==> src/rtl/soc_bus_pkg.sv <==
// Shared bus definitions: FSM states and sticky error codes.
// Also used by the lsio block's error reporting.
package soc_bus_pkg;

    typedef enum logic {
        IDLE,
        WAIT
    } bus_state_e;

    localparam logic [1:0] ERR_NONE     = 2'b00;
    localparam logic [1:0] ERR_UNMAPPED = 2'b01;
    localparam logic [1:0] ERR_TIMEOUT  = 2'b10;
    localparam logic [1:0] ERR_OVERLAP  = 2'b11;

endpackage

==> src/rtl/bus_region_decode.sv <==
// Address region decoder: top SEL_BITS of addr -> slave hit/index.
// On duplicate ids the lowest slave index wins.
module bus_region_decode #(
    parameter int ADDR_W   = 32,
    parameter int NSLAVES  = 4,
    parameter int SEL_BITS = 3,
    parameter logic [NSLAVES*SEL_BITS-1:0] SLAVE_IDS = {3'd4, 3'd2, 3'd1, 3'd0},
    localparam int IDX_W   = (NSLAVES > 1) ? $clog2(NSLAVES) : 1
) (
    input  logic [ADDR_W-1:0] addr,
    output logic              hit,
    output logic [IDX_W-1:0]  idx
);

    logic [SEL_BITS-1:0] region;

    assign region = addr[ADDR_W-1 -: SEL_BITS];

    // Scan downwards so the lowest matching index is the last one written.
    always_comb begin
        hit = 1'b0;
        idx = '0;
        for (int i = NSLAVES - 1; i >= 0; i--) begin
            if (region == SLAVE_IDS[i*SEL_BITS +: SEL_BITS]) begin
                hit = 1'b1;
                idx = IDX_W'(i);
            end
        end
    end

endmodule

==> src/rtl/bus_interconnect.sv <==
// CPU-to-peripheral bus decoder and response mux with wait states,
// unmapped-address and slave-timeout error reporting.
module bus_interconnect
    import soc_bus_pkg::*;
#(
    parameter int ADDR_W   = 32,
    parameter int DATA_W   = 32,
    parameter int NSLAVES  = 4,
    parameter int SEL_BITS = 3,
    parameter logic [NSLAVES*SEL_BITS-1:0] SLAVE_IDS = {3'd4, 3'd2, 3'd1, 3'd0},
    parameter int TIMEOUT  = 15
) (
    input  logic                      clk_i,
    input  logic                      rstn,
    input  logic                      enable_i,
    input  logic [DATA_W/8-1:0]       wstrb_i,
    input  logic [ADDR_W-1:0]         addr_i,
    input  logic [DATA_W-1:0]         wvalue_i,
    output logic [DATA_W-1:0]         rvalue_o,
    output logic                      ready_o,
    output logic                      busy_o,
    output logic                      err_o,
    output logic [1:0]                err_code_o,
    output logic [ADDR_W-1:0]         err_addr_o,
    output logic [NSLAVES-1:0]        s_sel_o,
    output logic [DATA_W/8-1:0]       s_wstrb_o,
    output logic [ADDR_W-1:0]         s_addr_o,
    output logic [DATA_W-1:0]         s_wvalue_o,
    input  logic [NSLAVES*DATA_W-1:0] s_rvalue_i,
    input  logic [NSLAVES-1:0]        s_ready_i
);

    localparam int IDX_W = (NSLAVES > 1) ? $clog2(NSLAVES) : 1;

    bus_state_e        state, state_nx;
    logic [IDX_W-1:0]  idx_q;
    logic [7:0]        cnt_q;
    logic [ADDR_W-1:0] addr_q;
    logic              unm_q;
    logic [1:0]        code_q;
    logic [ADDR_W-1:0] eaddr_q;

    logic              dec_hit;
    logic [IDX_W-1:0]  dec_idx;
    logic              in_wait, s_rdy, tmo, done, free;
    logic              req_ok, accept, unmapped, overlap;

    bus_region_decode #(
        .ADDR_W   (ADDR_W),
        .NSLAVES  (NSLAVES),
        .SEL_BITS (SEL_BITS),
        .SLAVE_IDS(SLAVE_IDS)
    ) u_decode (
        .addr(addr_i),
        .hit (dec_hit),
        .idx (dec_idx)
    );

    assign s_wstrb_o  = wstrb_i;
    assign s_addr_o   = addr_i;
    assign s_wvalue_o = wvalue_i;

    assign in_wait  = (state == WAIT);
    assign s_rdy    = s_ready_i[idx_q];
    assign tmo      = in_wait && !s_rdy && (cnt_q == 8'(TIMEOUT));
    assign done     = in_wait && (s_rdy || tmo);
    assign busy_o   = in_wait && !done;
    // The completion cycle is free: a new request may be accepted there.
    assign free     = !in_wait || done;
    assign req_ok   = rstn && enable_i && free;
    assign accept   = req_ok && dec_hit;
    assign unmapped = req_ok && !dec_hit;
    assign overlap  = rstn && enable_i && busy_o;

    assign ready_o  = unm_q || done;
    assign err_o    = unm_q || tmo;
    assign rvalue_o = (in_wait && s_rdy) ?
                      s_rvalue_i[int'(idx_q)*DATA_W +: DATA_W] : '0;
    assign s_sel_o  = accept ? (NSLAVES'(1) << dec_idx) : '0;

    // Timeout code is shown in the same cycle as its error pulse.
    assign err_code_o = tmo ? ERR_TIMEOUT : code_q;
    assign err_addr_o = tmo ? addr_q : eaddr_q;

    always_comb begin
        state_nx = state;
        if (done) state_nx = IDLE;
        if (accept) state_nx = WAIT;
    end

    always_ff @(posedge clk_i) begin
        if (!rstn) begin
            state   <= IDLE;
            idx_q   <= '0;
            cnt_q   <= '0;
            addr_q  <= '0;
            unm_q   <= 1'b0;
            code_q  <= ERR_NONE;
            eaddr_q <= '0;
        end else begin
            state <= state_nx;
            unm_q <= unmapped;
            if (accept) begin
                idx_q  <= dec_idx;
                cnt_q  <= '0;
                addr_q <= addr_i;
            end else if (busy_o) begin
                cnt_q <= cnt_q + 8'd1;
            end
            // A new request's error is newer than a timeout ending now.
            if (unmapped) begin
                code_q  <= ERR_UNMAPPED;
                eaddr_q <= addr_i;
            end else if (overlap) begin
                code_q  <= ERR_OVERLAP;
                eaddr_q <= addr_i;
            end else if (tmo) begin
                code_q  <= ERR_TIMEOUT;
                eaddr_q <= addr_q;
            end
        end
    end

endmodule

==> config.mk <==
export PLATFORM = sky130hd
export DESIGN_NAME = bus_interconnect
export DESIGN_NICKNAME = d
export VERILOG_FILES = /design/src/rtl/soc_bus_pkg.sv /design/src/rtl/bus_region_decode.sv /design/src/rtl/bus_interconnect.sv
export SDC_FILE = /design/constraint.sdc
export NUM_CORES = 1
export LEC_CHECK = 0
export CORE_AREA = 2 2 133 135
export CTS_CLUSTER_SIZE = 25
export DETAILED_ROUTE_END_ITERATION = 7
export DIE_AREA = 0 0 135 137
export PLACE_DENSITY = 0.81
export SLEW_MARGIN = 20
export SYNTH_ARGS = -nofsm -noshare
export SYNTH_HDL_FRONTEND = slang
export SYNTH_SLANG_ARGS = --single-unit
==> constraint.sdc <==
create_clock -name clk_i -period 6.6 [get_ports clk_i]
set_input_delay 1.32 -clock clk_i [delete_from_list [all_inputs] [get_ports clk_i]]
set_output_delay 1.32 -clock clk_i [all_outputs]
set_load 0.01 [all_outputs]
# --- Word level (Yosys, flattened, before mapping) ---
# Cells that the tools add are included.
totals:
  register_bits: 78
  in_bits: 203
  out_inout_bits: 141
  elab_cells: 59
classes:
  n_addsub: 1
  order_cmp: 1
  n_eq_ne: 4
  shifts: 2
  n_mux: 20
  n_bitwise: 1
  reduce_logical: 22
op_table:
  columns: ["cell", "n"]
  rows:
  - ["32-bit two-way mux", 4]
  - ["128-bit by 8-bit indexed part select with 32-bit output", 1]
  - ["2-bit two-way mux", 6]
  - ["1-bit logical AND", 10]
  - ["8-bit by 1-bit adder with 8-bit output, second input constant", 1]
  - ["8-bit by 4-bit == test with 1-bit output, second input constant", 1]
  - ["1-bit two-way mux", 8]
  - ["1-bit logical NOT", 4]
  - ["1-bit logical OR", 4]
  - ["4-bit two-way mux", 1]
  - ["2-bit OR reduction", 2]
  - ["1-bit by 2-bit left shift with 4-bit output, first input constant", 1]
  - ["3-bit by 1-bit == test with 1-bit output, second input constant", 1]
  - ["3-bit by 2-bit == test with 1-bit output, second input constant", 1]
  - ["3-bit == test, second input constant", 1]
  - ["3-bit logical NOT", 1]
  - ["2-bit by 3-bit less-than comparator with 1-bit output, second input constant", 1]
  - ["1-bit binary-select mux with 2-bit select", 1]
  - ["2-bit nonzero test", 1]
  - ["1-bit NOT", 1]

# --- Depth between registers and ports, before layout ---
logic_depth:
  depth_word: 12
  ltp_mapped: 9
  ltp_nobuf: 6

# --- Modules after synthesis ---
# From an unflattened synthesis, not the netlist that was laid out.
unflattened:
  cells_unflattened: 604
  hier_area_um2: 5113.7
by_module_without_submodules:
  columns: ["mod", "instances", "cells_per_inst", "area_per_inst_um2", "seq_area_each_um2"]
  rows:
  - ["bus_interconnect", 1, 598, 5074.9, 1561.5]
  - ["bus_region_decode", 1, 6, 38.8, 0.0]

# --- Worst setup path before layout ---
# OpenSTA, ideal clock, no wires.
synth_path:
  kind: "input -> output"
  from: "in s_ready_i[3]"
  to: "out err_addr_o[18]"
  arrival_time_ns: 2.694
  required_ns: 5.280
  slack_ns: 2.586
  path_stages: 5
  path_buffers: 2
  path_cell_list: "mux4_2 and3b_1 buf_6 buf_6 mux2_1"
synth_between:
  elab_chain_len: 6
synth_rtl:
  columns: ["element", "line", "rtl"]
  rows:
  - ["start, declared", "bus_interconnect.sv:30", "input logic [NSLAVES-1:0] s_ready_i"]
  - ["1-bit binary-select mux with 2-bit select", "bus_interconnect.sv:64", "assign s_rdy = s_ready_i[idx_q];"]
  - ["1-bit two-way mux (not written as such)", "bus_interconnect.sv:64", null]
  - ["1-bit logical NOT", "bus_interconnect.sv:65", "assign tmo = in_wait && !s_rdy && (cnt_q == 8'(TIMEOUT));"]
  - ["1-bit logical AND (2 in series)", "bus_interconnect.sv:65", null]
  - ["32-bit two-way mux", null, null]
  - ["end, declared", "bus_interconnect.sv:24", "output logic [ADDR_W-1:0] err_addr_o,"]
# No other way between the ends. The select of a mux whose other input is x is not followed.

# --- Worst setup path after layout ---
layout_path:
  from: "in s_ready_i[3]"
  to: "out err_addr_o[31]"
# Same word-level chain as after synthesis.

==> results.toml <==
[clocking]
cts_root_buf = "clkbuf_16"
htree_levels = 3
clock_latency_ps = 340
clockBufferDepth = 2
cts_setup_buffers = 0
cts_resized = 0
cts_hold_buf = 0
path_clk_slew_ps = 60
cts_made_buffers = 9
cts_tree = "yes"
cts.sinks = 78

[pwr]
p_leak_nw = 2.88
powerDensity_mw_per_mm2 = 188
power_mw = 1.48
ir_drop_mv = 0.115

[setup_path]
required_ps = 5280
crit_chain = "clkdlybuf4s50_1 -> mux4_2 -> and3b_2 -> mux2_2 -> clkdlybuf4s50_1"
startpoint_type = "primary input"
crit_family = "buffers and inverters"
cp_max_fo = 36
cp-end-kind = "output port"
crit_top_cell = "clkdlybuf4s50_1"
worst-path-buf-inv = 2
slowest_stage = "and3b_2"
crit_type = "in -> out"
arrival_ps = 4210
critical_path.max_stage_delay_ps = 910

[timing]
fin_setup_tns_ps = 0
hold_viol = 0
skew_ps = 9.06
relSlewSlack = 0.301
fmax_mhz = 181
drv_slew = 0
finalCritPeriodShare = 0.838
period_needed_ps = 5530
setup_viol = 0
worst_pin_slew_ps = 1050
rsz0062_at_grt = "false"

[placement]
placed_cells = 918
gp_congestion = 0.841
port_buffers = 271
dp_hpwl_um = 12500

[outcome]
status = "finished clean"

[global_routing]
overflow = 0
grt_max_degree = 75
track_usage = 0.182
first_global_vias = 4894
grt_pass1_wl_um = 26100
antenna_found_initial = 1

[synth]
seq_area_frac_synth = 0.297
yosys_register_bits = 78
netlist_area_mm2 = 0.00526
avgSynthCellArea_um2 = 9.93
synth_top_area_share = 0.297
yosysWarnings = 0
yosys.area.top_type = "dfxtp_1"
synth-edff-count = 0
synth_nets = 733
ys_types = 48
synth_ff_type = "dfxtp_1"
synthCells = 529
synth.area.top_cells = "dfxtp_1 (30%), mux4_2 (14%), buf_4 (9.7%)"
synth-async-reset-ratio = 0

[flow_run]
drv_cap = 0

[detailed_routing]
antenna_left = 0
drt_iter0_drc = 277
wl_um = 17100
vias_per_cell = 5.11
wl_per_cell_um = 18.3
firstDrtPassIters = 4
vias = 4769
drcViolationCount = 0

[finish]
finalNonFillerCells = 934
fillers = 1570
antenna_cells = 0
nNetsFinal = 908
final_core_util = 0.460
areaGrowthSynthToFinish_pct = 49.2
layout-drive-gt1-share = 0.200

[floorplanning]
core_mm2 = 0.0171
ioPinCount = 344
start_util = 0.308
dieArea_mm2 = 0.0185
fp.dieH_um = 137
die_x_um = 135
num_rows = 48

[hold_path]
hp-class = "reg -> reg"
==> synthesized netlist by cell type (2+ instances only) <==
cell       number
mux2_2         28
o21a_1          2
nand3_1        32
a2bb2oi_1       3
clkbuf_1       30
mux2_4          3
a2bb2oi_2      29
buf_6          14
nand4_1         2
a31oi_1         2
buf_1           3
a21oi_1        12
a211oi_1        4
o21ai_0        22
inv_1           5
a32o_1          2
nor2_1         10
nor4b_1         2
nand2_1        67
or2_2           2
a32oi_1         3
buf_4          68
and3_1         35
dfxtp_1        78
xnor2_1         4
or3_1           2
buf_2           2
and4bb_2        2
mux4_2         33
o21ai_2        10
==> flip-flops by register name, indices dropped and copies added, names as in the netlist <==
register,flops
addr_q,32
cnt_q,8
code_q,2
eaddr_q,32
idx_q,2
in_wait,1
unm_q,1
==> report_power, final <==
group | internal, mW | switching (mW)
Sequential | 0.510 | 0.0135
Combinational | 0.264 | 0.167
Clock | 0.317 | 0.205
==> path summary, 6_finish.rpt <==
kind / from / end / slack (ps) / cells after the start
worst max-delay path: s_ready_i[3] / err_addr_o[31] / 1070 / 5
worst min-delay path: addr_q[8] / addr_q[8] / 460 / 2
worst max register to register: idx_q[0] / eaddr_q[13] / 3290 / 7
worst min register to register: addr_q[8] / addr_q[8] / 460 / 2
==> area by class of cell <==
type	instances	area [um2]	area share
timing repair buffer	281	2780	0.355
sequential	78	1560	0.199
tap	225	282	0.0359
inverter	6	27.5	0.00351
multi-input combinational	328	2870	0.366
clock buffer	11	253	0.0322
clock inverter	5	63.8	0.00814
==> layer usage <==
| metal | part of all wire | global-route usage |
|---|---|---|
| met1 | 0.43 | 0.221 |
| met2 | 0.50 | 0.316 |
| met3 | 0.062 | 0.0456 |
| met4 | 0.015 | 0.0561 |
| met5 | 0.00094 | 0 |
==> worst register-to-register path, stage by stage, from the launching register on <==
cell	delay, ps
dfxtp_2	340
mux4_2	520
buf_4	270
a211o_2	340
buf_4	310
a31oi_4	920
buf_4	400
a2bb2oi_2	100
==> cell families (layout without fill, tap and decap cells) <==
| family | Yosys count | count (layout) | share of synthesized area |
|---|---|---|---|
| multiplexers | 65 | 65 | 0.212 |
| flip-flops | 78 | 78 | 0.297 |
| AND/OR/NAND/NOR | 160 | 160 | 0.150 |
| AO/OA/AOI/OAI | 97 | 97 | 0.172 |
| XOR/XNOR | 4 | 4 | 0.00667 |
| adder cells (fa/ha/maj) | 2 | 2 | 0.00429 |
| buffers and inverters | 123 | 303 | 0.158 |
==> layout by cell type (no fill, tap or decap), drive strengths merged, types with 2 or more instances in the layout <==
cell type      instances
a211oi                 4
a21oi                 13
a2bb2oi               32
a31oi                  3
a32o                   2
a32oi                  3
and3                  35
and4bb                 2
buf                   11
clkbuf                11
clkdlybuf4s50        270
clkinv                 2
dfxtp                 78
inv                    7
mux2                  32
mux4                  33
nand2                 67
nand3                 32
nand4                  2
nor2                  11
nor4b                  2
o21a                   2
o21ai                 33
or2                    2
or3                    2
xnor2                  4
==> per-stage QoR <==
step | area [um2] | hold WS [ps] | worst slack [ps]
finish | 7840 | 457 | 1070
global route | 7840 | 476 | 980
CTS | 7840 | 459 | 1080
detailed placement | 7520 | 451 | 1080
global placement | 7520 | 445 | 1090
floorplan | 5260 | 432 | 2590
(Power assumes the default switching activity.)
